## src/rtl/quad_decoder_pkg.sv

```systemverilog
// Shared types and constants for the quadrature decoder: phase encoding,
// up-sequence successor helper and the filter length ceiling.
package quad_decoder_pkg;

    typedef logic [1:0] phase_t;

    localparam phase_t PH_00 = 2'b00;
    localparam phase_t PH_01 = 2'b01;
    localparam phase_t PH_11 = 2'b11;
    localparam phase_t PH_10 = 2'b10;

    localparam int FILT_LEN_MAX = 15;

    // Successor of a phase along the up sequence 00->01->11->10->00.
    function automatic phase_t next_up(input phase_t p);
        phase_t n;
        case (p)
            PH_00:   n = PH_01;
            PH_01:   n = PH_11;
            PH_11:   n = PH_10;
            PH_10:   n = PH_00;
            default: n = PH_00;
        endcase
        return n;
    endfunction

endpackage

```

## src/rtl/qdec_chan_filt.sv

```systemverilog
// One quadrature channel: 2-flop synchronizer followed by a run-length
// glitch filter (present only when QUAD_DECODER_FILTER_EN is defined).
module qdec_chan_filt
    import quad_decoder_pkg::*;
#(
    parameter int FILT_LEN = 3
) (
    input  logic clk,
    input  logic reset,
    input  logic din,
    output logic level,
    output logic valid
);

    logic       sync1_r;
    logic       sync2_r;
    logic [1:0] svld_r;

    // Synchronizer chain plus a shift marker telling when sync2_r holds real pin data.
    always_ff @(posedge clk) begin
        if (!reset) begin
            sync1_r <= 1'b0;
            sync2_r <= 1'b0;
            svld_r  <= 2'b00;
        end else begin
            sync1_r <= din;
            sync2_r <= sync1_r;
            svld_r  <= {svld_r[0], 1'b1};
        end
    end

`ifdef QUAD_DECODER_FILTER_EN
    localparam logic [3:0] CNT_LAST = 4'(FILT_LEN - 1);

    logic [3:0] cnt_r;
    logic       filt_r;
    logic       fvld_r;

    // The first valid synchronized sample seeds the level directly; after that a
    // level change needs FILT_LEN consecutive disagreeing samples.
    always_ff @(posedge clk) begin
        if (!reset) begin
            cnt_r  <= 4'd0;
            filt_r <= 1'b0;
            fvld_r <= 1'b0;
        end else if (!fvld_r) begin
            cnt_r <= 4'd0;
            if (svld_r[1]) begin
                filt_r <= sync2_r;
                fvld_r <= 1'b1;
            end else begin
                filt_r <= filt_r;
                fvld_r <= fvld_r;
            end
        end else if (sync2_r != filt_r) begin
            if (cnt_r >= CNT_LAST) begin
                filt_r <= sync2_r;
                cnt_r  <= 4'd0;
            end else begin
                cnt_r <= cnt_r + 4'd1;
            end
        end else begin
            cnt_r <= 4'd0;
        end
    end

    assign level = filt_r;
    assign valid = fvld_r;
`else
    assign level = sync2_r;
    assign valid = svld_r[1];
`endif

endmodule

```

## src/rtl/quad_decoder.sv

```systemverilog
// Quadrature step decoder producing count-enable/direction for an up/down
// counter. Optional glitch filter: define QUAD_DECODER_FILTER_EN.
module quad_decoder
    import quad_decoder_pkg::*;
#(
    parameter int FILT_LEN = 3
) (
    input  logic       clk,
    input  logic       reset,
    input  logic       a_in,
    input  logic       b_in,
    input  logic       enable,
    input  logic       clr_err,
    output logic       cen,
    output logic       up_dn,
    output logic       err,
    output logic [1:0] phase
);

    localparam int FILT_EFF = (FILT_LEN < 1) ? 1 :
                              (FILT_LEN > FILT_LEN_MAX) ? FILT_LEN_MAX : FILT_LEN;

    logic   a_filt_s, b_filt_s;
    logic   a_vld_s, b_vld_s;
    logic   both_vld_s;
    phase_t cur_s;
    logic   step_up_s, step_dn_s, illegal_s;

    logic   init_r;
    phase_t phase_r;
    logic   cen_r, up_dn_r, err_r;

    qdec_chan_filt #(.FILT_LEN(FILT_EFF)) u_filt_a (
        .clk   (clk),
        .reset (reset),
        .din   (a_in),
        .level (a_filt_s),
        .valid (a_vld_s)
    );

    qdec_chan_filt #(.FILT_LEN(FILT_EFF)) u_filt_b (
        .clk   (clk),
        .reset (reset),
        .din   (b_in),
        .level (b_filt_s),
        .valid (b_vld_s)
    );

    // Classify the change between the registered phase and the filtered inputs.
    always_comb begin
        step_up_s  = 1'b0;
        step_dn_s  = 1'b0;
        illegal_s  = 1'b0;
        cur_s      = {a_filt_s, b_filt_s};
        both_vld_s = a_vld_s & b_vld_s;
        if (both_vld_s && init_r && (cur_s != phase_r)) begin
            if (cur_s == next_up(phase_r)) begin
                step_up_s = 1'b1;
            end else if (next_up(cur_s) == phase_r) begin
                step_dn_s = 1'b1;
            end else begin
                illegal_s = 1'b1;
            end
        end else begin
            illegal_s = 1'b0;
        end
    end

    // Phase tracking, init flag, registered count-enable, direction and sticky error.
    always_ff @(posedge clk) begin
        if (!reset) begin
            init_r  <= 1'b0;
            phase_r <= PH_00;
            cen_r   <= 1'b0;
            up_dn_r <= 1'b0;
            err_r   <= 1'b0;
        end else begin
            if (both_vld_s) begin
                init_r  <= 1'b1;
                phase_r <= cur_s;
            end else begin
                init_r  <= init_r;
                phase_r <= phase_r;
            end

            cen_r <= enable & (step_up_s | step_dn_s);

            // Direction only follows steps that actually reach the counter.
            if (enable && step_up_s) begin
                up_dn_r <= 1'b1;
            end else if (enable && step_dn_s) begin
                up_dn_r <= 1'b0;
            end else begin
                up_dn_r <= up_dn_r;
            end

            // A new illegal jump wins over a simultaneous clear.
            if (illegal_s) begin
                err_r <= 1'b1;
            end else if (clr_err) begin
                err_r <= 1'b0;
            end else begin
                err_r <= err_r;
            end
        end
    end

    assign cen   = cen_r;
    assign up_dn = up_dn_r;
    assign err   = err_r;
    assign phase = phase_r;

endmodule

```

## config.mk

```make
export PLATFORM = sky130hd
export DESIGN_NAME = quad_decoder
export DESIGN_NICKNAME = d
export VERILOG_FILES = /design/src/rtl/quad_decoder_pkg.sv /design/src/rtl/qdec_chan_filt.sv /design/src/rtl/quad_decoder.sv
export SDC_FILE = /design/constraint.sdc
export NUM_CORES = 1
export LEC_CHECK = 0
export ABC_AREA = 1
export CAP_MARGIN = 15
export CORE_AREA = 4 4 41 43
export DETAILED_ROUTE_END_ITERATION = 7
export DIE_AREA = 0 0 45 47
export PLACE_DENSITY = 0.66
export REMOVE_ABC_BUFFERS = 1
export SLEW_MARGIN = 20
export SYNTH_ARGS = -nofsm -noshare
export SYNTH_HDL_FRONTEND = slang
export SYNTH_HIERARCHICAL = 1
export SYNTH_SLANG_ARGS = --single-unit
```

## constraint.sdc

```tcl
create_clock -name clk -period 0.9 [get_ports clk]
set_input_delay 0.135 -clock clk [delete_from_list [all_inputs] [get_ports clk]]
set_output_delay 0.135 -clock clk [all_outputs]
set_load 0.03 [all_outputs]
```

-- Word level (Yosys, flattened, before mapping)
Cells that the tools add are included.
- flip-flop bits (word level): 14
- input port bits: 6
- output and inout port bits: 5
- logic and storage cells: 52
- eq/ne operators: 9
- multiplexer cells: 19
- bitwise gates (word level): 3
- reductions and logical operators: 8
- operators by type and width (kind ; count):
    $pmux 2 s4 ; 2
    $mux 1 ; 14
    $eq 2x2->1 const B ; 4
    $mux 2 ; 3
    $eq 2x1->1 const B ; 2
    $eq 2x2->1 ; 2
    $logic_and 1x1->1 ; 4
    $logic_not 2->1 ; 2
    $reduce_bool 2->1 ; 2
    $and 1x1->1 ; 2
    $ne 2x2->1 ; 1
    $or 1x1->1 ; 1

-- Depth between registers and ports, before layout
- word-level depth: 14
- gate-level depth with buffers: 7
- gate-level depth less buffers: 7

-- By module
The synthesis kept the hierarchy.
- modules (own cells, without submodules) (module ; instances ; cells an instance ; area an instance (µm²) ; sequential area each (µm²)):
    quad_decoder ; 1 ; 47 ; 312.8 ; 120.1
    qdec_chan_filt ; 2 ; 10 ; 102.6 ; 80.1

-- Least setup slack after synthesis
No wires, ideal clock.
- path kind: register -> register
- from: register phase_r[1] (netlist: phase[1])
- to: register up_dn_r (netlist: up_dn)
- library setup time: 0.116 ns
- arrival: 1.041 ns
- data required time: 0.784 ns
- path slack: -0.257 ns
- stages on the path, launching flop included: 8
- buffers on the path: 0
- period minus slack after synthesis: 1.157 ns
- cell sequence: dfxtp_1 inv_1 nand2_1 nand2_1 nand2_1 nand3_1 nand2_1 a21oi_2
- cells in the longest elaborated chain, start to end: 8
- elaborated cells on any way between the ends: 19
- those cells by class: 6 x eq/ne; 8 x mux; 5 x reduce/logical
- ends and longest elaborated chain (element ; RTL line ; RTL):
    start, declared ; quad_decoder.sv:30 ; phase_t phase_r;
    start signal, assigned ; quad_decoder.sv:80 ; phase_r <= cur_s;
    start signal, assigned ; quad_decoder.sv:83 ; phase_r <= phase_r;
    $eq 2x2->1 (tied with other cells) ; quad_decoder_pkg.sv:17 ; case (p)
    $pmux 2 s4 ; quad_decoder_pkg.sv:17 ;
    $mux 2 ; quad_decoder.sv:56 ; if (both_vld_s && init_r && (cur_s != phase_r)) begin
    $eq 2x2->1 ; quad_decoder.sv:57 ; if (cur_s == next_up(phase_r)) begin
    $mux 1 ; quad_decoder.sv:57 ;
    $mux 1 ; quad_decoder.sv:56 ;
    $logic_and 1x1->1 (on tied branches) ; quad_decoder.sv:89, quad_decoder.sv:91 ;
    $mux 1 or $reduce_bool 2->1 (tied branches) ; -- ;
    end signal, assigned ; quad_decoder.sv:94 ; up_dn_r <= up_dn_r;
    end, declared ; quad_decoder.sv:31 ; logic cen_r, up_dn_r, err_r;
Several ways; a longest one is shown, not always the timed one. The select of a mux whose other input is x is not followed.
A chain may end at the register's enable or synchronous reset.

-- Worst setup path after layout
- from: register phase_r[1] (netlist: phase[1])
- to: output phase[1]
- RTL lines (element ; RTL line ; RTL):
    end, declared ; quad_decoder.sv:17 ; output logic [1:0] phase
No word-level cell between the ends.

==> results.py <==
metrics = {
    "sta": {
        "period_share": 1.13,
        "max_slew.worst_pin.slew_ns": 0.195,
        "max_slew_margin": 0.870,
        "fmax_mhz": 984,
        "finalClockSkew_ns": 0.00491,
        "rsz0062_at_grt": "true",
        "worst_slack_ns": -0.117,
        "hold_violations": 0,
        "fin_tns_setup_ns": -0.257,
        "drv_slew": 0,
        "setup_viol": 4,
        "period_minus_slack_ns": 1.02,
    },
    "placed_design": {
        "dpl.cell_count": 99,
        "gp_congestion": 0.675,
        "placed_cell_area_um2": 677,
        "io_buffers": 10,
        "dp_hpwl_um": 660,
    },
    "cells_and_area": {
        "syn2layout_area_growth_pct": 60.9,
        "nFillCells": 109,
        "nNetsFinal": 98,
        "drive_above_1_share": 0.505,
        "postLayoutCellArea_um2": 833,
        "num_antenna_cells": 0,
        "final_util": 0.640,
        "fin_cells": 106,
    },
    "logic_synthesis": {
        "synth_top_family_by_area": "simple AND/OR/NAND/NOR gates",
        "synth.area.top_cells": "dfxtp_1 (54%), nand2_1 (17%), inv_1 (10%), a21oi_1 (3.9%), nor3_4 (3.1%)",
        "post_synth_mux_area_share": 0,
        "synth-seq-cells": 14,
        "syn_area_per_cell_um2": 7.73,
        "yosysTopAreaCell": "dfxtp_1",
        "postSynthCellCount": 67,
        "synth_xor_area_frac": 0.0338,
        "synth_compound_gate_area_share": 0.0749,
        "yosys.area_share.simple": 0.249,
        "synth_adder_area_share": 0,
        "yosysWarnings": 6,
        "seq_area_frac_synth": 0.541,
        "synth_area_um2": 518,
        "yosysTopAreaCellShare": 0.541,
        "synth.distinct_cells": 11,
    },
    "global_routing": {
        "grt_util_all_layers": 0.107,
        "grt_pass1_vias": 390,
        "overflow": 0,
        "antenna_found_initial": 0,
        "grt_pass1_wl_mm": 1.50,
        "grt_start_max_net_pins": 9,
    },
    "drt": {
        "first_iter_violations": 3,
        "drt-wirelength-per-cell_um": 9.66,
        "dr.pass1.iters": 4,
        "viasPerCell": 4.50,
        "detail-route-antenna-nets": 0,
        "vias": 477,
        "wirelength_mm": 1.02,
        "drc": 0,
    },
    "clock_tree": {
        "clockBufferDepth": 2,
        "root_buffer": "clkbuf_4",
        "clk_pin_slew_worst_paths_ns": 0.08,
        "numCtsBuffers": 3,
        "cts_sinks": 14,
        "cts_tree": "done",
        "clk_latency_ns": 0.28,
        "holdBufCountCts": 0,
        "cts.htree.levels": 1,
    },
    "job": {
        "cap_viol_max_count": 0,
    },
    "pwr": {
        "vdd_drop_max_v": 0.00110,
        "p_leak_nw": 0.406,
        "total_power_mw": 1.23,
        "pwr_density_cell_mw_per_mm2": 1470,
        "seq_power_share": 0.533,
        "swShare": 0.226,
        "internal_power_mw": 0.951,
        "power.switching_mw": 0.278,
        "combPwrFrac": 0.107,
        "p_clk_frac": 0.360,
    },
    "die": {
        "ios": 11,
        "core_area_mm2": 0.00130,
        "die_area_mm2": 0.00212,
        "die_width_um": 45,
        "rows": 13,
        "die_y_um": 47,
        "floorplan.initialDensity": 0.398,
    },
    "critical_path": {
        "crit_arrival_ns": 0.88,
        "critical_path_class": "reg2out",
        "crit_fanout": 4,
        "end_kind": "output pin",
        "start_kind": "flip-flop",
        "r2r_slack_ns": -0.09,
        "worstPathRequired_ns": 0.76,
    },
    "min_path": {
        "min_path_type": "in2reg",
    },
    "run_status": {
        "status": "finished with violations",
        "violations": "setup timing",
    },
}
## synthesized netlist by cell type
master   count
nor3_4       1
nor2_1       3
xnor2_1      1
a21oi_1      4
nand2_1     23
dfxtp_1     14
a21oi_2      1
inv_1       14
o21ai_0      2
xor2_1       1
nand3_1      3
## layout by cell type (no fill, tap or decap), drive strengths merged
master	n
nor2	3
a21oi	5
dfxtp	14
xor2	1
nand2	23
inv	14
clkdlybuf4s50	5
o21ai	2
nor3	1
clkbuf	4
xnor2	1
nand3	3
buf	15
## repair_timing
item	4_1_cts	5_1_grt
resized for setup	15	24
pin swaps	5	11
setup endpoints to repair	8	10
setup buffers	1	2
## final timing paths
path | start | endpoint | depth (start not counted)
hold / removal | b_in | u_filt_b/sync1_r | 3
hold reg to reg | u_filt_a/sync1_r | u_filt_a/level | 2
setup / recovery | phase[1] | phase[1] | 2
setup reg to reg | phase[1] | up_dn | 7
## layout make-up
class	count	area, µm²	area share
Clock buffer	4	36.3	0.0435
Multi-Input combinational cell	39	239	0.287
Sequential cell	14	298	0.357
Tap cell	15	18.8	0.0225
Inverter	14	52.6	0.0631
Timing Repair Buffer	20	189	0.227
## power by group through the flow
stage / Combinational, mW / Sequential [mW] / Clock (mW)
3_5_place_dp: 0.108 / 0.669 / 0
2_1_floorplan: 0.0460 / 0.672 / 0
3_3_place_gp: 0.106 / 0.668 / 0
6_report: 0.131 / 0.654 / 0.443
4_1_cts: 0.117 / 0.652 / 0.459
5_1_grt: 0.145 / 0.657 / 0.487
## worst max-delay path, stage by stage (launching register included)
cell,delay [ns]
dfxtp_4,0.37
buf_6,0.11
buf_6,0.12
## through the flow
step,setup slack [ns],hold WS [ns]
after floorplan,-0.257,0.163
after global placement,-0.243,0.390
after detailed placement,-0.269,0.398
after CTS,-0.118,0.373
after global routing,-0.152,0.404
final,-0.117,0.378
## metal layers
layer  up-vias  global-route usage  routed length (µm)
li1        245                   -                   -
met1       214              0.0979                 377
met2        14               0.167                 540
met3         4              0.0536                  84
met4         0               0.111                  23
met5         -                   0                   0
## logic make-up after synthesis
| group | count (synthesis) |
|---|---|
| AND/OR/NAND/NOR | 30 |
| flip-flops | 14 |
| buffers and inverters | 14 |
| AO/OA/AOI/OAI | 7 |
| XOR/XNOR | 2 |
Note: power is estimated with default switching activity, not from simulation.
